File: src/rtl/arm_trace_pkg.sv
// Shared definitions for the ARM execution trace monitor.
// State encoding, default halt sentinel and record field layout helpers.
package arm_trace_pkg;

    typedef enum logic [1:0] {
        S_IDLE    = 2'b00,
        S_RUN     = 2'b01,
        S_HALTED  = 2'b10,
        S_TIMEOUT = 2'b11
    } state_e;

    localparam logic [31:0] HALT_INSTR_DEF = 32'hE000_0000;

    // Record layout, MSB to LSB: {Instr, ALUResult, ALUControl}
    function automatic int rec_w(input int dw, input int cw);
        return 2 * dw + cw;
    endfunction

    function automatic int instr_lsb(input int dw, input int cw);
        return dw + cw;
    endfunction

    function automatic int alu_lsb(input int cw);
        return cw;
    endfunction

    localparam int CTL_LSB = 0;

endpackage

File: src/rtl/trace_fifo.sv
// Circular record buffer with explicit level tracking and overflow policy.
// Ports: clk/rst_n, push/pop/din in; dout (head), level, full, empty, drop out.
module trace_fifo #(
    parameter int DEPTH = 16,
    parameter int WIDTH = 66,
    parameter bit WRAP  = 1'b1
) (
    input  logic                       clk,
    input  logic                       rst_n,
    input  logic                       push,
    input  logic                       pop,
    input  logic [WIDTH-1:0]           din,
    output logic [WIDTH-1:0]           dout,
    output logic [$clog2(DEPTH):0]     level,
    output logic                       full,
    output logic                       empty,
    output logic                       drop
);

    localparam int AW = $clog2(DEPTH);
    localparam logic [AW:0] LVL_FULL = (AW + 1)'(DEPTH);

    logic [WIDTH-1:0] mem_q [DEPTH];
    logic [AW-1:0]    wr_ptr_q, wr_ptr_d;
    logic [AW-1:0]    rd_ptr_q, rd_ptr_d;
    logic [AW:0]      level_q, level_d;
    logic             pop_ok;
    logic             wr_en;
    logic             ovw;

    always_comb begin
        full   = (level_q == LVL_FULL);
        empty  = (level_q == '0);
        pop_ok = pop & ~empty;
        // At full a write is still taken if a slot frees this edge,
        // or unconditionally when overwriting the oldest entry.
        wr_en  = push & (~full | pop_ok | WRAP);
        drop   = push & full & ~pop_ok;
        ovw    = drop & WRAP;

        wr_ptr_d = wr_en ? wr_ptr_q + 1'b1 : wr_ptr_q;
        rd_ptr_d = (pop_ok | ovw) ? rd_ptr_q + 1'b1 : rd_ptr_q;

        level_d = level_q;
        if (wr_en & ~pop_ok & ~full) begin
            level_d = level_q + 1'b1;
        end else if (pop_ok & ~wr_en) begin
            level_d = level_q - 1'b1;
        end
    end

    always_ff @(posedge clk or negedge rst_n) begin
        if (!rst_n) begin
            wr_ptr_q <= '0;
            rd_ptr_q <= '0;
            level_q  <= '0;
        end else begin
            wr_ptr_q <= wr_ptr_d;
            rd_ptr_q <= rd_ptr_d;
            level_q  <= level_d;
        end
    end

    // Storage needs no reset: level gates visibility of every entry.
    always_ff @(posedge clk) begin
        if (wr_en) begin
            mem_q[wr_ptr_q] <= din;
        end
    end

    assign dout  = mem_q[rd_ptr_q];
    assign level = level_q;

endmodule

File: src/rtl/arm_trace_monitor.sv
// Execution monitor: run/halt/timeout FSM, cycle and drop counters, trace buffer.
// Ports: CLK/RST_N/EN, core record in, RDVALID/RDREADY/RDDATA drain, status out.
module arm_trace_monitor
    import arm_trace_pkg::*;
#(
    parameter int              DW          = 32,
    parameter int              CW          = 2,
    parameter int              DEPTH       = 16,
    parameter logic [DW-1:0]   HALT_INSTR  = DW'(HALT_INSTR_DEF),
    parameter int              TIMEOUT_CYC = 1000,
    parameter int              CNTW        = 16,
    parameter bit              WRAP        = 1'b1
) (
    input  logic                     CLK,
    input  logic                     RST_N,
    input  logic                     EN,
    input  logic [DW-1:0]            Instr,
    input  logic [DW-1:0]            ALUResult,
    input  logic [CW-1:0]            ALUControl,
    input  logic                     RDREADY,
    output logic                     RDVALID,
    output logic [2*DW+CW-1:0]       RDDATA,
    output logic [1:0]               STATE,
    output logic                     HALT,
    output logic                     TIMEOUT,
    output logic [CNTW-1:0]          CYCLES,
    output logic [$clog2(DEPTH):0]   LEVEL,
    output logic [CNTW-1:0]          DROPPED
);

    localparam int RW = rec_w(DW, CW);
    localparam logic [CNTW-1:0] TO_LAST = CNTW'(TIMEOUT_CYC - 1);

    state_e          state_q, state_d;
    logic [CNTW-1:0] cycles_q, cycles_d;
    logic [CNTW-1:0] dropped_q, dropped_d;
    logic            halt_q, timeout_q;
    logic            push;
    logic            fifo_empty;
    logic            fifo_drop;
    logic            unused_full;
    logic [RW-1:0]   rec;

    assign rec = {Instr, ALUResult, ALUControl};

    always_comb begin
        state_d   = state_q;
        cycles_d  = cycles_q;
        dropped_d = dropped_q;
        push      = 1'b0;
        unique case (state_q)
            S_IDLE: begin
                if (EN) state_d = S_RUN;
            end
            S_RUN: begin
                if (!EN) begin
                    state_d = S_IDLE;
                end else begin
                    cycles_d = (&cycles_q) ? cycles_q : cycles_q + 1'b1;
                    // Sentinel wins over a timeout landing on the same edge.
                    if (Instr == HALT_INSTR) begin
                        state_d = S_HALTED;
                    end else begin
                        push = 1'b1;
                        if (cycles_q == TO_LAST) state_d = S_TIMEOUT;
                    end
                end
            end
            S_HALTED: ;
            S_TIMEOUT: ;
        endcase
        if (fifo_drop && !(&dropped_q)) begin
            dropped_d = dropped_q + 1'b1;
        end
    end

    always_ff @(posedge CLK or negedge RST_N) begin
        if (!RST_N) begin
            state_q   <= S_IDLE;
            cycles_q  <= '0;
            dropped_q <= '0;
            halt_q    <= 1'b0;
            timeout_q <= 1'b0;
        end else begin
            state_q   <= state_d;
            cycles_q  <= cycles_d;
            dropped_q <= dropped_d;
            halt_q    <= (state_d == S_HALTED);
            timeout_q <= (state_d == S_TIMEOUT);
        end
    end

    trace_fifo #(
        .DEPTH (DEPTH),
        .WIDTH (RW),
        .WRAP  (WRAP)
    ) u_fifo (
        .clk   (CLK),
        .rst_n (RST_N),
        .push  (push),
        .pop   (RDREADY),
        .din   (rec),
        .dout  (RDDATA),
        .level (LEVEL),
        .full  (unused_full),
        .empty (fifo_empty),
        .drop  (fifo_drop)
    );

    assign RDVALID = ~fifo_empty;
    assign STATE   = state_q;
    assign HALT    = halt_q;
    assign TIMEOUT = timeout_q;
    assign CYCLES  = cycles_q;
    assign DROPPED = dropped_q;

endmodule

File: config.mk
export PLATFORM = sky130hd
export DESIGN_NAME = arm_trace_monitor
export DESIGN_NICKNAME = d
export VERILOG_FILES = /design/src/rtl/arm_trace_pkg.sv /design/src/rtl/trace_fifo.sv /design/src/rtl/arm_trace_monitor.sv
export SDC_FILE = /design/constraint.sdc
export NUM_CORES = 1
export LEC_CHECK = 0
export BUFFER_PORTS_ARGS = -buffer_cell sky130_fd_sc_hd__clkbuf_2
export CAP_MARGIN = 20
export CORE_UTILIZATION = 55
export CTS_BUF_LIST = sky130_fd_sc_hd__clkbuf_4
export DETAILED_ROUTE_END_ITERATION = 8
export PLACE_DENSITY = 0.81
export SKIP_CTS_REPAIR_TIMING = 1
export SYNTH_ARGS = -nofsm -noshare
export SYNTH_HDL_FRONTEND = slang
export SYNTH_SLANG_ARGS = --single-unit
File: constraint.sdc
create_clock -name CLK -period 11.3 [get_ports CLK]
set_clock_uncertainty 0.1 [all_clocks]
set_input_delay 0.565 -clock CLK [delete_from_list [all_inputs] [get_ports CLK]]
set_output_delay 0.565 -clock CLK [all_outputs]
set_load 0.03 [all_outputs]
Word-level counts from Yosys, hierarchy flattened
Memories as Yosys holds them, arrays and structs flattened. Cells that the tools add are included.

Output and inout port bits: 108. Memories kept: 1. Logic and storage cells: 53. Input port bits: 70. Bits in registers: 49. Memory bits (writable): 1056.

Add/subtract/negate cells: 6. Bitwise logic cells: 12. Reductions and logical operators: 8. Mux-type cells: 12. Eq/ne operators: 6.

Memory list: u_fifo.mem_q (words 16, width 66, rd ports 1, clocked after memory_dff 0, wr ports 1, line trace_fifo.sv:23) `logic [WIDTH-1:0] mem_q [DEPTH];`.

Operator list (count): $add A16 B1 Y16 const B (2); $eq A32 B32 Y1 const B (1); $reduce_and A16 Y1 (2); $eq A16 B10 Y1 const B (1); $mux W5 (2); $add A4 B1 Y4 const B (2); $mux W2 (4); $and A1 B1 Y1 (6); $add A5 B1 Y5 const B (1); $eq A5 B5 Y1 const B (1); $logic_not A5 Y1 (1); $mux W1 (5); $not A1 Y1 (5); $sub A5 B1 Y5 const B (1); $eq A2 B2 Y1 const B (2); $pmux W2 S2 (1); $reduce_and A3 Y1 (1); $eq A2 B1 Y1 const B (1); $logic_not A2 Y1 (1); $reduce_bool A2 Y1 (1); $logic_and A1 B1 Y1 (1); $logic_not A1 Y1 (1); $or A1 B1 Y1 (1).

Depth between registers and ports, before layout
Gate-level depths: netlist (run 1).

Depth after elaboration: 8. Mapped depth: 13. Depth with buffers taken out: 11.

Hierarchy
A second synthesis (run 1) with hierarchy kept.

Cells, all modules: 2172. Area, all modules: 42939.9 um2.

By module, submodules not included: trace_fifo (instances 1, cells an instance 1992, sequential area each 32035.7 um2, area an instance 41035.6 um2); arm_trace_monitor (instances 1, cells an instance 180, sequential area each 900.9 um2, area an instance 1904.3 um2).

Least setup slack after synthesis (run 1)
Ideal clock, no wire load.

Path kind: input-to-reg. Start point: in Instr[30]. End point: mem u_fifo.mem_q[3][0] (enable). Data arrival time: 5.812 ns. Stages on the path: 6. Path buffers: 1. Required time: 10.629 ns. Library setup time: 0.571 ns. Setup slack: 4.816 ns. Cells stage by stage: and4b_1 -> nand4_1 -> o21a_1 -> buf_2 -> nand2_1 -> nor3_1.

Word-level cells in the longest chain between the ends: 6.

RTL lines: start: declaration (line arm_trace_monitor.sv:17) `input logic [DW-1:0] Instr,`; $eq A32 B32 Y1 (line arm_trace_monitor.sv:61) `if (Instr == HALT_INSTR) begin`; $mux W1 (line arm_trace_monitor.sv:61); $mux W1 (line arm_trace_monitor.sv:56) `if (!EN) begin`; $mux W1 (line arm_trace_monitor.sv:51) `unique case (state_q)`; $mux W1 (line trace_fifo.sv:66) `if (wr_en) begin`; $mux W1 (not written as such) (line trace_fifo.sv:67) `mem_q[wr_ptr_q] <= din;`; end: declaration (line trace_fifo.sv:23).

Every way passes these cells.

Final worst setup path (run 1)
Start point: reg u_fifo.rd_ptr_q[0]. End point: out RDDATA[22].

Word-level cells in the longest chain between the ends: 1.

RTL lines: start: declaration (line trace_fifo.sv:25) `logic [AW-1:0] rd_ptr_q, rd_ptr_d;`; start signal: assignment (line trace_fifo.sv:59) `rd_ptr_q <= rd_ptr_d;`; $mem_v2 Z16 W66; end: declaration (line arm_trace_monitor.sv:22) `output logic [2*DW+CW-1:0] RDDATA,`.

Every way passes these cells.

==> metrics.log, run 1 <==
INFO  metric status = finished, final reports clean
INFO  metric dr_total_vias = approximately 21000
INFO  metric layout.cells.most_common_list = sky130_fd_sc_hd__edfxtp_1 (1056), sky130_fd_sc_hd__clkbuf_4 (403), sky130_fd_sc_hd__mux4_2 (299)
INFO  metric routed_wl = 92600 um
INFO  metric synth_async_sr_flop_share = 4.43%
INFO  metric crit_slowest_cell = sky130_fd_sc_hd__buf_4
INFO  metric clkSlewWorstSetupHoldPaths = about 0.070 ns
INFO  metric report.final.hold_viol_count = 0
INFO  metric timing.fmax = approximately 0.18 GHz
INFO  metric route.detailed.vias_per_inst = 6.04
INFO  metric clkLatencyLatePin = 1.06 ns
INFO  metric share_clk_of_total_power = 29.9%
INFO  metric htreeDepth = 5
INFO  metric final.period_utilization = 49.2%
INFO  metric total_grt_overflow = 0
INFO  metric numCtsBuffers = 289
INFO  metric route.met3.wl = 7490 um
INFO  metric power_density = 226 mW/mm2
INFO  metric route.antenna.remaining_nets = 0
INFO  metric synthesis.yosys.warnings = 0
INFO  metric netSwitchingFraction = 30.2%
INFO  metric layout-drive-gt1-share = approximately two fifths
INFO  metric synth-edff-count = 1056
INFO  metric cp_data_arrival_time = just under 5 ns
INFO  metric dr_wl_met2 = ~47000 um
INFO  metric layout.cells.most_common = sky130_fd_sc_hd__edfxtp_1
INFO  metric muxShareOfSynthArea = 17.9%
INFO  metric critical_path.endpoint_type = output port
INFO  metric min-delay-path-class = in2async
INFO  metric crit_top_cell = sky130_fd_sc_hd__buf_4
INFO  metric synthesis.nets = 1816
INFO  metric clock_tree_from_tritoncts = built
INFO  metric hold-worst-slack = 0.0744 ns
INFO  metric dr.pass1.iters = 5
INFO  metric switching_power = 3320 uW
INFO  metric grt_antenna_before_repair = 6
INFO  metric final_period_minus_worst_setup_slack = 5.56 ns
INFO  metric critPathRequiredTime = 10.64 ns
INFO  metric power_leakage = 0.0163 uW
INFO  metric worst_ir_drop_vdd = between 0.0002 and 0.00025 V
INFO  metric drcViolationCount = 0
INFO  metric r2r_start = STATE[1]$_DFF_PN0_
INFO  metric critical_path.max_fanout = 49
INFO  metric rsz0062_at_grt = no
INFO  metric grt_first_pass_wirelength = 134000 um
INFO  metric detailed_place_hpwl = ~45000 um
INFO  metric avgSynthCellArea = about 25 um2
INFO  metric num_rows = 101
INFO  metric yosysSeqAreaShare = 77.5%
INFO  metric port_buffers = 177
INFO  metric netlist-cell-type-count = a little under 50
INFO  metric intPower = around 7700 uW
INFO  metric max_slew.worst_pin.slew = 1.21 ns
INFO  metric die_w = approximately 280 um
INFO  metric grt_start_max_net_pins = slightly below 200
INFO  metric synth_compound_gate_area_share = 0.447%
INFO  metric final_nets = between 2000 and 2500
INFO  metric share_of_power_burned_in_combinational_logic = 27.9%
INFO  metric area_of_the_die = 0.0784 mm2
INFO  metric timing.max_slew.rel_slack = 19.3%
INFO  metric detail_route.wl_per_cell = ~27 um
INFO  metric sequential_group_share_of_total_power = a little over two fifths
INFO  metric synth_area_in_simple_gates = 1.65%
INFO  metric top_level_ports = 178
INFO  metric critPathLaunch = u_fifo.rd_ptr_q[0]$_DFFE_PN0P_
INFO  metric start_util = 55.8%
INFO  metric clock-sinks = 1105
INFO  metric worst_path_largest_cell_delay = 0.82 ns
INFO  metric fraction_of_synthesized_cell_area_in_xor_and_xnor_cells = less than 1%
INFO  metric drt-met1-wl = 35900 um
INFO  metric setup_violations = 0
INFO  metric syn-cell-area = 0.0425 mm2
INFO  metric dominantRegCellSynth = sky130_fd_sc_hd__edfxtp_1
INFO  metric route.top_layer_used = met5
INFO  metric globalplace.congestion = 0.825
INFO  metric max_cap_viol_count = 0
INFO  metric grt_pass1_vias = 21900
INFO  metric layout-area-overhead-vs-synth = 14.5%
INFO  metric clock_tree.buffer_depth = 4
INFO  metric fp.dieH = 280 um
INFO  metric postSynthRegisterBits = between 1000 and 1500
INFO  metric final.fill_count = 4880
INFO  metric cp_cell_sequence = buf_4 -> buf_4 -> mux4_1 -> mux4_2 -> clkbuf_2
INFO  metric final_sum_of_negative_setup_slack = 0 ns
INFO  metric synth_adder_area_share = less than 1%
INFO  metric cts-root-buf = sky130_fd_sc_hd__clkbuf_4
INFO  metric core = roughly 0.076 mm2
INFO  metric synth_top_family_by_area = multiplexers
INFO  metric crit_type = reg2out
INFO  metric final_max_slew_viol_count = 0
INFO  metric syn-instance-count = 1735
INFO  metric drt_first_iter_violations = roughly 2300
INFO  metric global_route.usage.total = 23.8%
INFO  metric setup.worst_path.start_class = flop
final cells by class:
class                           count  area, um2  share of cell area (%)
Tap cell                         1030       1290                    2.65
Timing Repair Buffer              274       1820                    3.74
Antenna cell                       11       27.5                  0.0566
Multi-Input combinational cell    538       9080                    18.7
Clock inverter                     77        430                   0.884
Sequential cell                  1105      33000                    67.7
Clock buffer                      403       3030                    6.22
Inverter                           12       45.0                  0.0925
layer usage:
layer	up-vias	global-route usage, %
met5	-	0
met4	2	9.57
met3	191	6.11
met2	1078	37.8
met1	10900	31.8
li1	8694	-
stage by stage:
stage                     total power, uW  utilization [%]  cell area [um2]  instances  worst slack, ns
after floorplan                      7060                -            42500       1735             4.82
after global placement               7740             58.4            44500       2889             6.46
after detailed placement             7780             58.4            44500       2889             6.24
final                               11000             63.9            48700       3450             5.74
after global routing                11400             63.9            48700       3447             5.29
after CTS                           11000             62.9            47900       3369             5.40
critical path: cells and delay by family (launching register included):
kind	cells	cell delay, ns
buffers and inverters	3	1.81
muxes	2	1.19
DFF	1	0.71
flip-flops by register name (all words and copies together) (netlist names), 2 cells and up:
name / flops
u_fifo.level: 5
STATE: 2
u_fifo.wr_ptr_q: 4
CYCLES: 16
u_fifo.rd_ptr_q: 4
DROPPED: 16
u_fifo.mem_q: 1056
final timing paths:
path	endpoint	slack, ns	cells past startpoint
worst max-delay path	RDDATA[22]	5.74	5
worst min-delay path	STATE[0]$_DFF_PN0_	0.07	3
worst max register to register	u_fifo.mem_q[3][54]$_DFFE_PP_	7.54	6
worst min register to register	DROPPED[10]$_DFFE_PN0P_	0.39	1
max in group asynchronous	u_fifo.rd_ptr_q[3]$_DFFE_PN0P_	10.54	3
min in group CLK	u_fifo.mem_q[6][24]$_DFFE_PP_	0.26	2
cells by family (layout without fill, tap and decap cells):
group / after synthesis / in the layout
buffers and inverters: 92 / 766
AOI/OAI and AO/OA: 27 / 27
muxes: 336 / 336
xor gates and xnor gates: 40 / 40
DFF: 1105 / 1105
and+or+nand+nor: 124 / 124
adders and majority gates: 11 / 11
other: 0 / 11
power groups by stage:
| stage | registers, uW | clock network (uW) | logic (uW) |
|---|---|---|---|
| 4_1_cts | 4630 | 3350 | 3070 |
| 6_report | 4630 | 3290 | 3070 |
| 3_5_place_dp | 4720 | 0 | 3060 |
| 2_1_floorplan | 4610 | 0 | 2450 |
| 3_3_place_gp | 4710 | 0 | 3020 |
| 5_1_grt | 4630 | 3570 | 3230 |
synthesized netlist by cell type, drive strengths merged, types with 14 or more instances:
cell / instances / area [um2]
edfxtp: 1056 / 31700
mux4: 330 / 7550
dfrtp: 49 / 1230
buf: 46 / 409
clkbuf: 34 / 128
xor2: 28 / 245
nand2: 18 / 67.6
and3: 17 / 106
nor2: 15 / 58.8
nand3: 14 / 70.1
nor4: 14 / 93.8
Note: power is estimated with default switching activity, not from simulation.
==> run 2, diff against run 1 <==
==> constraint.sdc (replaced) <==
create_clock -name CLK -period 5.4 [get_ports CLK]
set_clock_uncertainty 0.1 [all_clocks]
set_input_delay 0.27 -clock CLK [delete_from_list [all_inputs] [get_ports CLK]]
set_output_delay 0.27 -clock CLK [all_outputs]
set_load 0.03 [all_outputs]
==> metrics.log, run 2 (synthesized netlist as in run 1, its figures left out) <==
INFO  metric grt_pass1_vias = 22200 (+1.5%)
INFO  metric timing.fmax = 0.226 GHz
INFO  metric htreeDepth = 5 (unchanged)
INFO  metric numCtsBuffers = 285 (-1.4%)
INFO  metric min-delay-path-class = in2reg
INFO  metric clkLatencyLatePin = 1.08 ns (+0.02 ns)
INFO  metric top_level_ports = 178 (unchanged)
INFO  metric fp.dieH = 280 um (unchanged)
INFO  metric crit_type = reg2out
INFO  metric layout-drive-gt1-share = 39.4% (-0.30 points)
INFO  metric start_util = 55.8% (unchanged)
INFO  metric layout-area-overhead-vs-synth = 14.7%
INFO  metric dr_total_vias = 21200 (+1.7%)
INFO  metric critical_path.max_fanout = 50 (+2.0%)
INFO  metric max_cap_viol_count = 0 (unchanged)
INFO  metric grt_first_pass_wirelength = 138000 um (+3.0%)
INFO  metric top_register = u_fifo.mem_q
INFO  metric timing.reg2reg.worst_path_depth = 10 (+4)
INFO  metric critPathCapture = RDDATA[7]
INFO  metric multi_input_comb_area = 0.00909 mm2 (about the same)
INFO  metric layout.cells.most_common = sky130_fd_sc_hd__edfxtp_1
INFO  metric area_of_the_die = 0.0784 mm2 (unchanged)
INFO  metric core = 0.0762 mm2 (unchanged)
INFO  metric num_rows = 101 (unchanged)
INFO  metric clock_tree.buffer_depth = 4 (unchanged)
INFO  metric final_nets = 2317 (+0.70%)
INFO  metric clkSlewWorstSetupHoldPaths = 0.07 ns (about the same)
INFO  metric dr.pass1.iters = 5 (unchanged)
INFO  metric route.detailed.vias_per_inst = 6.14 (+1.7%)
INFO  metric power_leakage = 0.0163 uW (+0.13%)
INFO  metric dpl.cell_count = 2896 (+0.24%)
INFO  metric worst_r2r_endpoint = u_fifo.level[4]$_DFFE_PN0P_
INFO  metric route.antenna.remaining_nets = 0 (unchanged)
INFO  metric grt_start_max_net_pins = 83 (-58%)
INFO  metric status = finished, final reports clean
INFO  metric final_period_minus_worst_setup_slack = roughly 4.4 ns
INFO  metric power_density = 472 mW/mm2 (+110%)
INFO  metric cts-root-buf = sky130_fd_sc_hd__clkbuf_4
INFO  metric timing.max_slew.rel_slack = 29.9% (+11 points)
INFO  metric setup_slack_of_the_most_critical_reg_to_reg_path = 2.22 ns (-5.32 ns)
INFO  metric clock_tree_from_tritoncts = built
INFO  metric rsz0062_at_grt = no
INFO  metric port_buffers = 177 (unchanged)
INFO  metric setup_violations = 0 (unchanged)
INFO  metric r2r_start = u_fifo.level[1]$_DFFE_PN0P_
INFO  metric detailed_place_hpwl = 48500 um (+8.2%)
INFO  metric final_sum_of_negative_setup_slack = 0 ns (unchanged)
INFO  metric critPathLaunch = u_fifo.rd_ptr_q[0]$_DFFE_PN0P_
INFO  metric grt_antenna_before_repair = 5 (-1)
INFO  metric critPathRequiredTime = 5.03 ns (-5.61 ns)
INFO  metric final.period_utilization = 82.1%
INFO  metric critical_path.endpoint_type = output port
INFO  metric global_route.usage.total = 24.6% (+0.86 points)
INFO  metric detail_route.wl_per_cell = 28.1 um (+4.8%)
INFO  metric layout.cells.most_common_list = sky130_fd_sc_hd__edfxtp_1 (1056), sky130_fd_sc_hd__clkbuf_4 (395), sky130_fd_sc_hd__mux4_2 (299)
INFO  metric die_w = 280 um (unchanged)
INFO  metric report.final.hold_viol_count = 0 (unchanged)
INFO  metric globalplace.congestion = 0.814 (-1.3%)
INFO  metric worst_ir_drop_vdd = 0.000318 V (+38%)
INFO  metric total_grt_overflow = 0 (unchanged)
INFO  metric max_slew.worst_pin.slew = 1.05 ns (-0.160 ns)
INFO  metric setup.worst_path.start_class = flop
INFO  metric cp_data_arrival_time = 4.06 ns (-0.83 ns)
INFO  metric final.fill_count = 4794 (-1.8%)
INFO  metric largest_reg_flops = 1056 (unchanged)
INFO  metric drcViolationCount = 0 (unchanged)
INFO  metric clock-sinks = 1105 (unchanged)
INFO  metric fin_cells = 3448 (-0.058%)
INFO  metric final_max_slew_viol_count = 0 (unchanged)
INFO  metric routed_wl = 97000 um (+4.8%)
INFO  metric register_area = 0.0330 mm2 (unchanged)
INFO  metric drt_first_iter_violations = 2462 (+7.8%)
run 2: changes by cell type in the layout (fill, tap and decap cells not counted), sizes merged:
cell / delta
diode: -5
dlygate4sd3: +14
buf: +6
inv: -2
bufinv: -2
clkinv: -5
clkbuf: -8
run 2: report_power, final:
part	leakage, uW	total, uW	internal [uW]	switching, uW
sequential	0.0101	9820	9410	407
clock	0.00200	6740	3500	3240
combinational	0.00421	6440	3010	3430
run 2: layout make-up:
| cell class | count | share of cell area (%) |
|---|---|---|
| flip-flops and latches | 1105 | 67.6 |
| clock buffers | 395 | 6.08 |
| inverters | 12 | 0.0924 |
| clock inverters | 68 | 0.706 |
| well taps | 1030 | 2.64 |
| repair buffers | 294 | 4.25 |
| multi-input cells | 538 | 18.6 |
| diodes | 6 | 0.0308 |
run 2: routing by layer:
metal	GRT usage (%)	share of wire (%)
met4	9.46	2.6
met5	0	0.038
met2	40.8	52
met1	31.0	36
met3	7.07	9.4
run 2: through the flow:
stage	cell area (um2)	util, %	hold WS [ns]	power, uW	setup slack, ns
5_1_grt	48800	64.0	-0.0129	23900	0.735
4_1_cts	47900	62.9	-0.878	23100	0.808
6_report	48800	64.0	0.0157	23000	0.968
3_3_place_gp	44600	58.5	0.295	16300	1.58
3_5_place_dp	44600	58.5	0.314	16400	1.54
2_1_floorplan	42500	-	-0.126	14800	1.08
run 2: critical path: stages (launching register included):
cell and delay (ns):
sky130_fd_sc_hd__dfrtp_4 1.12, sky130_fd_sc_hd__buf_4 0.54, sky130_fd_sc_hd__mux4_2 0.59, sky130_fd_sc_hd__mux4_2 0.54
sky130_fd_sc_hd__clkbuf_2 0.22
run 2: how the worst min path moves through the flow:
stage / from / end / slack (ns) / cells after the start
floorplan: RST_N / CYCLES[0]$_DFFE_PN0P_ / -0.13 / 0
global placement: RST_N / DROPPED[4]$_DFFE_PN0P_ / 0.30 / 2
detailed placement: RST_N / DROPPED[3]$_DFFE_PN0P_ / 0.31 / 2
CTS: RST_N / CYCLES[13]$_DFFE_PN0P_ / -0.88 / 2
global route: ALUResult[18] / u_fifo.mem_q[5][20]$_DFFE_PP_ / -0.01 / 2
finish: ALUResult[18] / u_fifo.mem_q[5][20]$_DFFE_PP_ / 0.02 / 2
